[src/rtl/fetch_queue.sv]
`default_nettype none
// ============================================================================
// Module   : fetch_queue
// Brief    : PC generator with a credit-limited instruction queue feeding decode.
//            Optional perf counters are enabled by defining FETCH_QUEUE_PERF_EN.
// Revision : 1.0
// ============================================================================
module fetch_queue #(
    parameter int              XLEN     = 32,
    parameter int              DEPTH    = 4,
    parameter logic [XLEN-1:0] RESET_PC = '0
) (
    input  logic            clk,
    input  logic            rst,
    input  logic [1:0]      pc_src,
    input  logic [XLEN-1:0] branch_adr,
    input  logic [XLEN-1:0] jump_adr,
    output logic            imem_rd,
    output logic [XLEN-1:0] imem_addr,
    input  logic [XLEN-1:0] imem_data,
    output logic            out_valid,
    input  logic            out_ready,
    output logic [XLEN-1:0] out_instr,
    output logic [XLEN-1:0] out_pc4
`ifdef FETCH_QUEUE_PERF_EN
    ,
    output logic [31:0]     perf_fetched,
    output logic [31:0]     perf_flushed
`endif
);

    localparam int PTR_W = $clog2(DEPTH);
    localparam int CNT_W = $clog2(DEPTH + 1);

    localparam logic [1:0]       c_pc_src_branch = 2'b01;
    localparam logic [1:0]       c_pc_src_jump   = 2'b10;
    localparam logic [CNT_W:0]   c_depth         = (CNT_W + 1)'(DEPTH);

    logic [XLEN-1:0]  pc_q, pc_d;
    logic [CNT_W-1:0] count_q, count_d;
    logic [PTR_W-1:0] head_q, head_d;
    logic [PTR_W-1:0] tail_q, tail_d;
    logic             inflight_q, inflight_d;
    logic [XLEN-1:0]  issue_pc4_q, issue_pc4_d;

    logic [XLEN-1:0]  instr_mem_q [DEPTH];
    logic [XLEN-1:0]  pc4_mem_q   [DEPTH];

    logic             w_redirect;
    logic [XLEN-1:0]  w_target;
    logic             w_credit;
    logic             w_issue;
    logic             w_push;
    logic             w_pop;
    logic [XLEN-1:0]  w_pc_plus4;

    // Entries already queued plus the read in flight must leave room for its data.
    assign w_redirect = (pc_src == c_pc_src_branch) || (pc_src == c_pc_src_jump);
    assign w_target   = (pc_src == c_pc_src_branch) ? branch_adr : jump_adr;
    assign w_credit   = ({1'b0, count_q} + {{CNT_W{1'b0}}, inflight_q}) < c_depth;
    assign w_issue    = !rst && !w_redirect && w_credit;
    assign w_push     = inflight_q && !w_redirect;
    assign w_pop      = out_valid && out_ready && !w_redirect;
    assign w_pc_plus4 = pc_q + XLEN'(4);

    assign imem_rd   = w_issue;
    assign imem_addr = pc_q;
    assign out_valid = !rst && (count_q != '0);
    assign out_instr = instr_mem_q[head_q];
    assign out_pc4   = pc4_mem_q[head_q];

    always_comb begin
        pc_d        = pc_q;
        count_d     = count_q;
        head_d      = head_q;
        tail_d      = tail_q;
        inflight_d  = w_issue;
        issue_pc4_d = issue_pc4_q;

        if (w_redirect) begin
            pc_d    = w_target;
            count_d = '0;
            head_d  = '0;
            tail_d  = '0;
        end else begin
            if (w_issue) begin
                pc_d        = w_pc_plus4;
                issue_pc4_d = w_pc_plus4;
            end
            if (w_push) begin
                tail_d = tail_q + PTR_W'(1);
            end
            if (w_pop) begin
                head_d = head_q + PTR_W'(1);
            end
            case ({w_push, w_pop})
                2'b10:   count_d = count_q + CNT_W'(1);
                2'b01:   count_d = count_q - CNT_W'(1);
                default: count_d = count_q;
            endcase
        end
    end

    always_ff @(posedge clk) begin
        if (rst) begin
            pc_q        <= RESET_PC;
            count_q     <= '0;
            head_q      <= '0;
            tail_q      <= '0;
            inflight_q  <= 1'b0;
            issue_pc4_q <= '0;
        end else begin
            pc_q        <= pc_d;
            count_q     <= count_d;
            head_q      <= head_d;
            tail_q      <= tail_d;
            inflight_q  <= inflight_d;
            issue_pc4_q <= issue_pc4_d;
        end
    end

    // Queue storage is deliberately left unreset; out_valid gates its visibility.
    always_ff @(posedge clk) begin
        if (!rst && w_push) begin
            instr_mem_q[tail_q] <= imem_data;
            pc4_mem_q[tail_q]   <= issue_pc4_q;
        end
    end

`ifdef FETCH_QUEUE_PERF_EN
    logic [31:0] perf_fetched_q, perf_fetched_d;
    logic [31:0] perf_flushed_q, perf_flushed_d;
    logic [32:0] w_flush_sum;

    assign w_flush_sum = {1'b0, perf_flushed_q} + 33'(count_q) + 33'(inflight_q);

    always_comb begin
        perf_fetched_d = perf_fetched_q;
        perf_flushed_d = perf_flushed_q;
        if (w_pop && (perf_fetched_q != '1)) begin
            perf_fetched_d = perf_fetched_q + 32'd1;
        end
        if (w_redirect) begin
            perf_flushed_d = w_flush_sum[32] ? '1 : w_flush_sum[31:0];
        end
    end

    always_ff @(posedge clk) begin
        if (rst) begin
            perf_fetched_q <= '0;
            perf_flushed_q <= '0;
        end else begin
            perf_fetched_q <= perf_fetched_d;
            perf_flushed_q <= perf_flushed_d;
        end
    end

    assign perf_fetched = perf_fetched_q;
    assign perf_flushed = perf_flushed_q;
`endif

endmodule
`default_nettype wire

[config.mk]
export PLATFORM = sky130hd
export DESIGN_NAME = fetch_queue
export DESIGN_NICKNAME = d
export VERILOG_FILES = /design/src/rtl/fetch_queue.sv
export SDC_FILE = /design/constraint.sdc
export NUM_CORES = 1
export LEC_CHECK = 0
export CAP_MARGIN = 20
export CORE_UTILIZATION = 35
export CTS_BUF_LIST = sky130_fd_sc_hd__clkbuf_2 sky130_fd_sc_hd__clkbuf_4 sky130_fd_sc_hd__clkbuf_8
export DETAILED_ROUTE_END_ITERATION = 10
export GPL_TIMING_DRIVEN = 0
export MAX_ROUTING_LAYER = met4
export SYNTH_ARGS = -nofsm -noshare
export SYNTH_HDL_FRONTEND = slang
export SYNTH_SLANG_ARGS = --single-unit
export TNS_END_PERCENT = 10
[constraint.sdc]
create_clock -name clk -period 4 [get_ports clk]
set_input_delay 0.8 -clock clk [delete_from_list [all_inputs] [get_ports clk]]
set_output_delay 0.8 -clock clk [all_outputs]
set_load 0.1 [all_outputs]
After elaboration in Yosys (flattened, before gate mapping)

Memories as Yosys holds them, arrays and structs flattened. A register that Yosys moved wholly into a read port is not among the register bits.
Cells that the tools add are included.

Add/subtract/negate cells: 6
Multipliers: 0
Divide/modulo/power cells: 0
$lt $le $gt $ge: 1
Eq/ne operators: 4
Shift-type cells: 0
Muxes and demuxes: 10
Bitwise logic cells: 1
Reductions and logical operators: 15

Operator list:

| kind                                                | number |
|---|---|
| two-way mux 32 bit                                  | 3 |
| adder 32 x 3 -> 32 bit (second input constant)      | 1 |
| two-way mux 2 bit                                   | 4 |
| logical AND 1 bit                                   | 7 |
| case mux 3 bit (2 select lines)                     | 1 |
| adder 2 x 1 -> 2 bit (second input constant)        | 2 |
| adder 3 x 1 -> 4 bit                                | 1 |
| == test 2 x 1 -> 1 bit (second input constant)      | 2 |
| == test 2 bit (second input constant)               | 2 |
| < comparator 4 x 3 -> 1 bit (second input constant) | 1 |
| nonzero test 2 bit                                  | 2 |
| adder 3 x 1 -> 3 bit (second input constant)        | 1 |
| nonzero test 3 bit                                  | 1 |
| subtractor 3 x 1 -> 3 bit (second input constant)   | 1 |
| zero test 1 bit                                     | 2 |
| two-way mux 1 bit                                   | 2 |
| AND reduction 2 bit                                 | 1 |
| OR reduction 2 bit                                  | 1 |
| logical OR 1 bit                                    | 1 |
| inverter 1 bit                                      | 1 |

Register bits after elaboration: 72
Bits in latches: 0
Bits in writable memories: 256
ROM bits: 0
Input port bits: 101
Output and inout bits: 98
Logic and storage cells: 45
Memories kept: 2

Memory list:

| memory      | depth | width | read ports | clocked after memory_dff | wr ports | line | RTL |
|---|---|---|---|---|---|---|---|
| instr_mem_q | 4     | 32    | 1          | 1                        | 1        | 46   | `logic [XLEN-1:0] instr_mem_q [DEPTH];` |
| pc4_mem_q   | 4     | 32    | 1          | 1                        | 1        | 47   | `logic [XLEN-1:0] pc4_mem_q [DEPTH];` |

Longest topological paths before layout

Gate-level depths: netlist of run 1.

Depth in word-level cells: 7
Mapped depth: 12
Depth with buffers taken out: 10

Worst setup path after synthesis of run 1

Ideal clock, no wire load.

Kind: input -> register
From: in pc_src[1]
To: mem instr_mem_q[0][0], enable pin
Library setup time: 429 ps
Data arrival time: 3251 ps
Required time: 3571 ps
Setup slack: 320 ps
Stages on the path: 5
Buffers on the path: 1
Cell sequence: inv_1 > ha_1 > nor2b_1 > clkbuf_1 > and3_1

Longest elaborated chain between the ends: 7
Elaborated cells on any way between the ends: 8
Those cells by class: eq/ne (2); mux (2); reduce/logical (4)

Ends and longest elaborated chain:

| item                                                    | line | RTL |
|---|---|---|
| from (decl)                                             | 15   | `input logic [1:0] pc_src,` |
| == test 2 x 1 -> 1 bit or == test 2 bit (tied branches) | 58   | `assign w_redirect = (pc_src == c_pc_src_branch) \|\| (pc_src == c_pc_src_jump);` |
| logical OR 1 bit *                                      | 58   |  |
| zero test 1 bit *                                       | 62   | `assign w_push = inflight_q && !w_redirect;` |
| logical AND 1 bit *                                     | 62   |  |
| logical AND 1 bit *                                     | 124  | `if (!rst && w_push) begin` |
| two-way mux 1 bit *                                     | 124  |  |
| two-way mux 1 bit (not written as such) *               | 125  | `instr_mem_q[tail_q] <= imem_data;` |
| to (decl)                                               | 46   |  |

Mark *: on every way between the ends. The rest lies on a longest branch, timed or not.

==> results of run 1 <==
power by group:
group	internal [mW]	switching, mW
Clock	1.60	1.33
Sequential	3.79	0.0976
Combinational	0.288	0.639
Total	5.67	2.06
cell families (layout without fill, tap and decap cells):
group                      after synthesis  count (layout)  synth area share
AOI/OAI and AO/OA                      115             115            0.0560
xor gates and xnor gates                29              29            0.0188
muxes                                   92              92             0.128
DFF                                    330             330             0.677
and+or+nand+nor                        224             224            0.0890
adders and majority gates                8               8           0.00795
buffers and inverters                   77             379            0.0226
cell usage in the layout, fill, tap and decap left out, types with 17 or more instances in the layout:
| cell type | instances |
|---|---|
| a21oi_1 | 23 |
| edfxtp_1 | 256 |
| o21ai_0 | 24 |
| xnor2_1 | 21 |
| nand2_1 | 37 |
| nor2_1 | 53 |
| clkbuf_2 | 28 |
| a211oi_1 | 28 |
| dfxtp_1 | 73 |
| clkdlybuf4s50_1 | 136 |
| clkdlybuf4s15_2 | 30 |
| mux4_2 | 64 |
| clkbuf_8 | 56 |
| nor4_1 | 22 |
| nor3_1 | 18 |
| clkbuf_1 | 40 |
| clkinv_1 | 17 |
per-layer routing:
layer  GRT usage  up-vias  wire, um
met3      0.0395       42      2150
met1       0.224     4222     14700
li1            -     4012         -
met2       0.292      323     16400
met5           -        -         0
met4      0.0538        0       634
cell type report:
class                      count  area [sq um]  area share
buffer                        64           304      0.0175
timing repair buffer         203          1990       0.115
clock inverter                34           240      0.0139
multi-input combinational    468          4100       0.236
clock buffer                  66           846      0.0488
inverter                      12          45.0     0.00260
tap                          511           639      0.0369
sequential                   330          9170       0.529
repair_timing:
item,in CTS,in global routing
endpoints found under the hold margin,0,0
cloned,0,0
resized for setup,130,53
hold buffers,0,0
setup endpoints to repair,66,58
registers in the layout, summed over array words and instances, names as in the netlist, named ones only:
register and count:
tail_q 2, imem_addr 32, pc4_mem_q 128, head_q 2, count_q 3, instr_mem_q 128
issue_pc4_q 32, inflight_q 1
critical path, cell delays in order, from the launching register on:
cell and delay (ns):
dfxtp_1 0.31, clkbuf_1 0.61, clkbuf_1 0.54, mux4_2 0.32
dlygate4sd2_1 0.92
metrics by stage:
step	worst slack (ns)	hold WS [ns]	cells
5_1_grt	-0.268	0.521	1688
4_1_cts	-0.235	0.515	1688
3_5_place_dp	-1.30	0.507	1589
6_report	-0.100	0.508	1688
2_1_floorplan	0.320	0.446	875
3_3_place_gp	-2.00	0.482	1584
worst max-delay path by stage:
stage	endpoint
floorplan	instr_mem_q[0][0]
global placement	instr_mem_q[0][14]
detailed placement	imem_rd
CTS	out_pc4[9]
global route	out_pc4[16]
finish	out_pc4[20]
==> impl_metrics.py, run 1 <==
metrics = {
    "route": {
        "vias": 8599,
        "drt-wirelength-per-cell_um": 20.0,
        "drc": 0,
        "drt_first_pass_iters": 5,
        "drt_iter0_drc": 613,
        "wirelength_um": 33800,
        "via_per_inst": 5.09,
        "ant_nets": 0,
    },
    "sta": {
        "layout_setup_ws_ns": -0.100,
        "slew_violations": 0,
        "fin_tns_setup_ns": -0.855,
        "worst_pin_slew_ns": 1.07,
        "fmax_ghz": 0.244,
        "grt_setup_unrepaired": "yes",
        "finalClockSkew_ns": 0.0282,
        "finalHoldViolations": 0,
        "finalCritPeriodShare": 1.03,
        "slew_headroom": 0.289,
        "final.min_clock_period_ns": 4.10,
        "setup_viol": 12,
    },
    "run": {
        "maxCapViolCount": 0,
    },
    "yosys": {
        "syn_inst": 875,
        "synth_top_area_cell": "edfxtp_1",
        "synth_commonest_cells": "edfxtp_1, dfxtp_1, mux4_2",
        "synth_flop_cell": "edfxtp_1",
        "synth_most_common_cell": "edfxtp_1",
        "ys_seq_area_frac": 0.677,
        "avgSynthCellArea_sq_um": 15.5,
        "synth_edf_count": 256,
        "ys_ff_latch": 330,
        "yosys-top-cells-area": "edfxtp_1, dfxtp_1, mux4_2",
        "ys_warn_count": 0,
        "ys_types": 52,
        "synth_area_sq_um": 13500,
        "synth_top_area_share": 0.568,
        "synthArstFlopShare": 0,
        "synth_nets": 984,
    },
    "hold_path": {
        "hold_start": "issue_pc4_q[9]",
        "hold_class": "reg -> reg",
        "worstHoldEndpoint": "pc4_mem_q[0][9]",
        "min_delay_path_depth": 0,
    },
    "floorplanning": {
        "die_w_um": 199,
        "ios": 199,
        "initial_utilization": 0.358,
        "core_area_sq_um": 37800,
        "dieArea_sq_um": 39500,
        "die_h_um": 199,
        "rows": 71,
    },
    "worst_setup_path": {
        "cp_max_fo": 10,
        "cp-start-kind": "flop",
        "rr_endpoint": "issue_pc4_q[27]",
        "r2r_slack_ns": 1.33,
        "critPathArrivalTime_ns": 3.30,
        "crit_type": "reg -> out",
        "reg2reg_from": "inflight_q",
        "endpoint_kind": "output port",
        "crit_required_ns": 3.20,
        "r2r_cells": 8,
    },
    "global_route": {
        "gr-total-overflow": 0,
        "grt_use_total": 0.179,
        "antenna_found_initial": 0,
        "grt_pass1_vias": 8766,
        "grt_max_degree": 50,
        "grt_pass1_wl_um": 51500,
    },
    "cts": {
        "clock-root-buffer": "clkbuf_8",
        "post_cts_buffers": 0,
        "cts_inserted_buffers": 54,
        "worstSkewPairLatency_ns": 0.60,
        "cts_max_path_buffers": 3,
        "cts_tree": "done",
        "h-tree-depth": 2,
        "path_clk_slew_ns": 0.06,
        "cts_sinks": 330,
    },
    "pwr": {
        "power_leakage_nw": 5.57,
        "vdd_ir_drop_max_mv": 0.215,
        "power.density_nw_per_um2": 446,
        "total_power_mw": 7.74,
    },
    "finish": {
        "area_delta_synth_final_pct": 28.0,
        "fillers": 3453,
        "diodes": 0,
        "fin_area_sq_um": 17300,
        "finish.utilization": 0.458,
        "drive_above_1_share": 0.206,
        "nets": 1242,
    },
    "place": {
        "place_area_sq_um": 16300,
        "port_buffers": 198,
        "dp_hpwl_um": 23000,
        "gp_congestion": 0.882,
    },
    "run_status": {
        "status": "finished with violations",
        "violations": "setup timing",
    },
}
(Power assumes the default switching activity.)
==> run 2, diff against run 1 <==
--- a/config.mk
+++ b/config.mk
@@ -5,6 +5,7 @@
 export SDC_FILE = /design/constraint.sdc
 export NUM_CORES = 1
 export LEC_CHECK = 0
+export ABC_AREA = 1
 export CAP_MARGIN = 20
 export CORE_UTILIZATION = 35
 export CTS_BUF_LIST = sky130_fd_sc_hd__clkbuf_2 sky130_fd_sc_hd__clkbuf_4 sky130_fd_sc_hd__clkbuf_8
==> impl_metrics.py, run 2 <==
metrics = {
    "worst_setup_path": {
        "endpoint_kind": "output port",
        "critPathArrivalTime_ns": 3.07,
        "crit_required_ns": 3.20,
        "cp_max_fo": 10,
        "cp-start-kind": "input port",
        "crit_type": "in -> out",
    },
    "floorplanning": {
        "rows": 71,
        "die_h_um": 197,
        "dieArea_sq_um": 38900,
        "core_area_sq_um": 37600,
        "initial_utilization": 0.355,
        "ios": 199,
        "die_w_um": 197,
    },
    "sta": {
        "finalClockSkew_ns": 0.0227,
        "grt_setup_unrepaired": "no",
        "final.min_clock_period_ns": 3.87,
        "worst_pin_slew_ns": 1.03,
        "setup_viol": 0,
        "timing.hold.ws_ns": 0.468,
        "slew_violations": 0,
        "finalCritPeriodShare": 0.969,
        "slew_headroom": 0.309,
        "fmax_ghz": 0.258,
        "finalHoldViolations": 0,
        "fin_tns_setup_ns": 0,
    },
    "pwr": {
        "power.density_nw_per_um2": 456,
        "switchingPower_mw": 2.06,
        "pwr-share-comb": 0.115,
        "swShare": 0.260,
        "vdd_ir_drop_max_mv": 0.211,
        "p_int_mw": 5.84,
        "power_leakage_nw": 6.14,
        "pwr-share-clk": 0.398,
        "pwr-share-seq": 0.487,
    },
    "route": {
        "drt-wirelength-per-cell_um": 17.7,
        "drt_first_pass_iters": 5,
        "wirelength_um": 36300,
        "drc": 0,
        "vias": 9979,
        "via_per_inst": 4.88,
        "drt_iter0_drc": 604,
        "ant_nets": 0,
    },
    "place": {
        "gp_congestion": 0.886,
        "dp_hpwl_um": 24900,
        "port_buffers": 198,
    },
    "cts": {
        "cts_tree": "done",
        "clock-root-buffer": "clkbuf_8",
        "h-tree-depth": 2,
        "worstSkewPairLatency_ns": 0.58,
        "cts_sinks": 330,
        "cts_max_path_buffers": 3,
        "cts_inserted_buffers": 55,
        "path_clk_slew_ns": 0.06,
        "cts_hold_buf": 0,
    },
    "yosys": {
        "synth_area_sq_um": 13300,
        "synth_flop_cell": "edfxtp_1",
        "synthArstFlopShare": 0,
        "synth_commonest_cells": "edfxtp_1, nor2_1, o21ai_0",
        "ys_warn_count": 0,
        "synth_edf_count": 256,
        "ys_seq_area_frac": 0.688,
        "synth_nets": 1333,
        "avgSynthCellArea_sq_um": 10.9,
        "yosys-top-cells-area": "edfxtp_1, dfxtp_1, o21ai_0",
        "synth_most_common_cell": "edfxtp_1",
        "synth_top_area_share": 0.577,
        "ys_types": 31,
        "syn_inst": 1224,
        "ys_ff_latch": 330,
        "synth_top_area_cell": "edfxtp_1",
    },
    "global_route": {
        "grt_max_degree": 29,
        "grt_pass1_vias": 9927,
        "grt_use_total": 0.191,
        "gr-total-overflow": 0,
        "grt_pass1_wl_um": 55200,
        "antenna_found_initial": 0,
    },
    "hold_path": {
        "hold_class": "reg -> reg",
    },
    "finish": {
        "area_delta_synth_final_pct": 30.0,
        "largest_registers": "instr_mem_q: 128 flops, pc4_mem_q: 128 flops",
        "drive_above_1_share": 0.135,
        "final_cell_mix": "edfxtp_1, nor2_1, o21ai_0",
        "nets": 1597,
        "diodes": 0,
        "layout_commonest_cell": "edfxtp_1",
    },
    "run": {
        "maxCapViolCount": 0,
    },
    "run_status": {
        "status": "completed",
    },
}
==> run 2: changes by cell type after synthesis, moves of 27 or more <==
cell / delta
a211oi_1: -27
inv_1: +50
mux4_2: -64
nand2_1: +128
nor2_1: +154
o21ai_0: +147
o22ai_1: +81
==> run 2: path summary, 6_finish.rpt <==
kind	start	end	slack [ns]	depth (start not counted)
min	head_q[1]	head_q[1]	0.47	2
min reg2reg	head_q[1]	head_q[1]	0.47	2
max reg2reg	inflight_q	instr_mem_q[0][25]	1.72	6
max	pc_src[1]	imem_rd	0.13	9
==> run 2: worst max-delay path, cell delays in order <==
cell             delay [ns]
clkdlybuf4s50_1        0.45
inv_1                  0.04
ha_1                   0.32
inv_2                  0.10
nor2_4                 0.22
nand3_4                0.20
inv_2                  0.14
buf_4                  0.22
clkdlybuf4s15_2        0.58
==> run 2: cell families (layout without fill, tap and decap cells) <==
family,count (synthesis),after routing,share of synthesized area
buffers and inverters,134,445,0.0398
AO/OA/AOI/OAI,313,313,0.127
XOR/XNOR,4,4,0.00263
AND/OR/NAND/NOR,435,435,0.134
flip-flops,330,330,0.688
adder cells (fa/ha/maj),8,8,0.00807
==> run 2: per-layer routing <==
metal | track usage | wire length (um) | up-vias
met2 | 0.313 | 17400 | 336
met5 | - | 0 | -
li1 | - | - | 4883
met3 | 0.0338 | 2000 | 65
met4 | 0.0554 | 809 | 0
met1 | 0.244 | 16100 | 4695
==> run 2: power groups by stage <==
stage / registers [mW] / logic (mW) / clock network [mW]
finish: 3.84 / 0.909 / 3.14
global route: 3.85 / 0.964 / 3.38
CTS: 3.84 / 0.914 / 3.23
detailed placement: 3.91 / 0.916 / 0
global placement: 3.92 / 0.905 / 0
floorplan: 4.13 / 0.366 / 0
==> run 2: repair_timing <==
action | CTS | global route
endpoints found under the setup margin | 66 | 21
pin swaps | 0 | 0
buffers inserted | 0 | 0
resized for setup | 164 | 35
==> run 2: through the flow <==
stage / cells / utilization / total power [mW] / area [sq um] / setup WS (ns)
after CTS: 2046 / 0.463 / 7.98 / 17400 / -0.00156
after floorplan: 1224 / - / 4.50 / 13300 / -0.925
final: 2046 / 0.461 / 7.90 / 17300 / 0.126
after detailed placement: 1942 / 0.430 / 4.83 / 16200 / -0.444
after global placement: 1933 / 0.424 / 4.82 / 16000 / -4.02
after global routing: 2046 / 0.461 / 8.19 / 17300 / 0.0107
==> run 2: cell type report <==
cell class                 count  area [sq um]
fill                        3566         20300
clock inverter                24           216
timing repair buffer         207          2140
clock buffer                  80           970
sequential                   330          9170
inverter                      67           251
tap                          511           639
multi-input combinational    760          3660
buffer                        67           280
==> edit 1 (config.mk and constraints of run 1) <==
The parameter `XLEN` goes from 32 to 48.
--- a/src/rtl/fetch_queue.sv
+++ b/src/rtl/fetch_queue.sv
@@ -7,5 +7,5 @@
 // ============================================================================
 module fetch_queue #(
-    parameter int              XLEN     = 32,
+    parameter int              XLEN     = 48,
     parameter int              DEPTH    = 4,
     parameter logic [XLEN-1:0] RESET_PC = '0
Interface: changed (6 resized); port bits go from 199 to 295. No check against the original RTL was run, so the function may have changed too.
==> edit 1 against run 1 <==
Area after synthesis increased by 45%. Non-clock buffer count up 128. Clock skew grew 5.1 ps. Combinational power is 41% higher. Final cell count rose by 43%. Sequential cell count rose by 160. Design area grew 47%. Clock power increased by 53%. Setup slack better by 210 ps. Routed wire length increased by 55%. Power up 49%. Register-to-register slack worse by 530 ps. First-iteration DRC count is 48% higher.
==> edit 1: results (changes against run 1) <==
- Area occupied by multi-input gates: 0.005644 sq mm (+38%)
- Syn nets: 1,368 (+39%)
- Multi-input gates: 624 (+33%)
- Sink of the worst hold path: pc4_mem_q[0][24]
- Clk_buf instances: 110 (+67%)
- Worst-margin pin slew: 1163 ps (+92.15 ps)
- Synth Area in Adders: 0.5478% (-0.25 points)
- Placed inst area: 0.02377 sq mm (+46%)
- Via density: 5.161 (+1.3%)
- GP Congestion: 0.8915 (+1.1%)
- Dpl ws: -1788 ps (-485.2 ps)
- Max IR drop VDD: 0.2103 mV (-2.1%)
- First-pass GRT wire length: 78,180 um (+52%)
- DRT iter0 DRCs: 908 (+48%)
- EDFF count, synth: 384 (+50%)
- Avg Cell Area, Syn: 16.22 sq um (+4.9%)
- CTS H-tree lvls: 3 (+1)
- Post-synthesis cell count: 1,211 (+38%)
- Overall routing resource usage: 18.92% (+0.97 points)
- Met1 usage: 23.52% (+1.1 points)
- Latest clock arrival within the worst-skew pair: 650 ps (+50 ps)
- Outcome: finished, final reports clean
- Compound-Gate Fraction of Synth Area: 6.255% (+0.65 points)
- DP HPWL: 37,150 um (+62%)
- Fraction of layout cells with a size suffix above 1: 20.72% (+0.075 points)
- Reg2Reg Capture Point: imem_addr[38]
- Wire per inst: 21.73 um (+8.4%)
- XOR/XNOR Fraction of Synth Area: 2.586% (+0.71 points)
edit 1: cell count changes in the layout (fill, tap and decap cells not counted), sizes merged, moves of 22 or more:
cell                  run 1  this run
xor2                      8        41
a211oi                   28        87
clkbuf                  134       190
a311oi                   10        32
nor2b                     7        39
mux4                     64        96
or3                       6        32
clkdlybuf4s50           136       196
clkdlybuf4s15            30        57
edfxtp                  256       384
dfxtp                    74       106
edit 1: repair_timing:
item / CTS / global route
endpoints found under the setup margin: 98 / 56
pin swaps: 0 / 0
resized for setup: 245 / 29
setup buffers: 0 / 4
edit 1: power by group through the flow:
stage,Combinational (W),Clock [W],Sequential [W]
after floorplan,0.000515,0,0.00616
after global placement,0.00130,0,0.00588
after detailed placement,0.00131,0,0.00588
after CTS,0.00131,0.00460,0.00578
after global routing,0.00137,0.00480,0.00579
final,0.00131,0.00446,0.00578
==> edit 2 (flow settings as in run 1) <==
Made on the original files. Build with the macro `FETCH_QUEUE_PERF_EN` defined.
--- a/src/rtl/fetch_queue.sv
+++ b/src/rtl/fetch_queue.sv
@@ -6,4 +6,6 @@
 // Revision : 1.0
 // ============================================================================
+`define FETCH_QUEUE_PERF_EN
+
 module fetch_queue #(
     parameter int              XLEN     = 32,
Behaviour (old outputs only; new: perf_fetched and perf_flushed): unchanged (Yosys induction, for registers that start in step).
==> edit 2 against run 1 <==
The run now ends clean. Worst hold slack got worse by 10 ps. Count of clock-buffer cells in the layout up 42. Sequential cell count rose by 64. Design area increased by 25%. Setup slack better by 220 ps. Routed wire length up 38%. Largest cell class unchanged. Power increased by 22%. Die area up 22%. Area after synthesis grew 22%.
==> edit 2: results (changes against run 1) <==
- Fin nets: 1,650 (+33%)
- CTS buffer count: 70 (+30%)
- Met3 Use GR: 5.710% (+1.8 points)
- Outcome: finished, final reports clean
- Fill cell count: 4,220 (+22%)
- Overall routing resource usage: 19.98% (+2.0 points)
- Wire per inst: 21.17 um (+5.6%)
- Max IR drop VDD: 0.1940 mV (-9.7%)
- Top cells by area, synth: edfxtp_1 (47%), dfxtp_1 (17%), mux4_2 (8.7%)
- DRT iter0 DRCs: 787 (+28%)
- Iteration count of the initial detailed-routing pass: 5 (unchanged)
- CTS H-tree lvls: 3 (+1)
- Vias: 11,530 (+34%)
- Final Skew: 37.72 ps (+9.498 ps)
- Seq/Total Area, Yosys: 63.34% (-4.4 points)
- Worst path slowest cell: clkdlybuf4s50_1
- Placed inst area: 0.02002 sq mm (+23%)
- Most instantiated cells after synthesis: edfxtp_1 (256), dfxtp_1 (138), a21oi_1 (88)
- DP HPWL: 32,240 um (+40%)
- Vias in the first global route: 11,480 (+31%)
- Met2 Track Usage GR: 31.07% (+1.8 points)
- GP Congestion: 0.8909 (+1.0%)
- Port bufs: 262 (+32%)
- Worst-path maximum fanout: 19 (+9)
- Area Growth Syn to Fin: 30.85%
- Crit-path max cell delay: 450 ps (-470 ps)
- Met1 usage: 25.05% (+2.7 points)
- Initial antenna violation count: 2 (+2)
- Cts repair resizes: 186 (+43%)
- Pin count of the biggest net entering global routing: 56 (+12%)
- Pleak: 6.904 nW (+24%)
- Fraction of layout cells with a size suffix above 1: 19.23% (-1.4 points)
- Worst-margin pin slew: 1120 ps (+49.22 ps)
- Syn nets: 1,314 (+34%)
- Latest clock arrival within the worst-skew pair: 630 ps (+30 ps)
- Cell variety after synth: 59 (+13%)
- First-pass GRT wire length: 69,230 um (+34%)
==> edit 2: cell count changes after synthesis, moves of 13 or more <==
cell and change:
a21oi_1 +65, dfxtp_1 +64, xnor2_1 +32, o21ai_0 +25, nand2_1 +20, xor2_1 +20, nand3_1 +19, o31ai_1 +16
nand4_1 +14, clkbuf_1 +13
==> edit 2: power by group <==
group,total (W),leakage [nW],internal [W],switching (W)
combinational,0.000994,2.59,0.000300,0.000695
sequential,0.00453,3.53,0.00443,0.000100
clock,0.00388,0.793,0.00222,0.00166
total,0.00940,6.90,0.00695,0.00245
==> edit 2: kinds of logic after synthesis <==
logic type	synth area share, %
DFF	63.34
buffers and inverters	2.526
muxes	10.47
adders and majority gates	1.123
and+or+nand+nor	10.47
xor gates and xnor gates	4.300
AOI/OAI and AO/OA	7.766
==> edit 2: final cells by class <==
class	instances	share of cell area [%]
timing repair buffer	267	12.89
sequential	394	48.41
clock buffer	108	6.045
antenna	3	0.03478
inverter	24	0.4173
clock inverter	19	0.7941
tap	607	3.518
multi-input combinational	705	26.21
buffer	74	1.675
==> edit 2: worst register-to-register path, stage by stage (launching register included) <==
cell,delay (ps)
dfxtp_1,470
fa_1,270
fa_1,220
a21oi_1,140
nor4_2,870
nand4_1,360
or3_1,410
a31oi_1,160
==> edit 2: path summary, 6_finish.rpt <==
path / startpoint / endpoint / slack, ps / cells past startpoint
hold reg to reg: issue_pc4_q[28] / pc4_mem_q[2][28] / 500 / 0
setup reg to reg: count_q[0] / perf_flushed[28] / 1000 / 7
setup / recovery: pc_src[1] / imem_rd / 120 / 9
hold / removal: issue_pc4_q[28] / pc4_mem_q[2][28] / 500 / 0
==> edit 2: per-stage QoR <==
step	hold WS (ps)	setup WS, ps	cells	power, W	setup TNS, ps
6_report	497.8	117.3	2201	0.009402	0
5_1_grt	501.9	2.288	2199	0.009760	0
4_1_cts	484.6	1.420	2199	0.009515	0
3_5_place_dp	492.0	-1182	2074	0.005611	-14110
3_3_place_gp	476.2	-1493	2069	0.005597	-386030
2_1_floorplan	445.2	367.0	1200	0.005220	0
==> edit 2: layer usage <==
metal | part of all wire [%] | wire length [um] | up-vias
met2 | 47 | 21750 | 407
met1 | 43 | 19940 | 5695
met4 | 2.6 | 1197 | 0
met5 | 0 | 0 | -
li1 | - | - | 5349
met3 | 7.9 | 3701 | 79
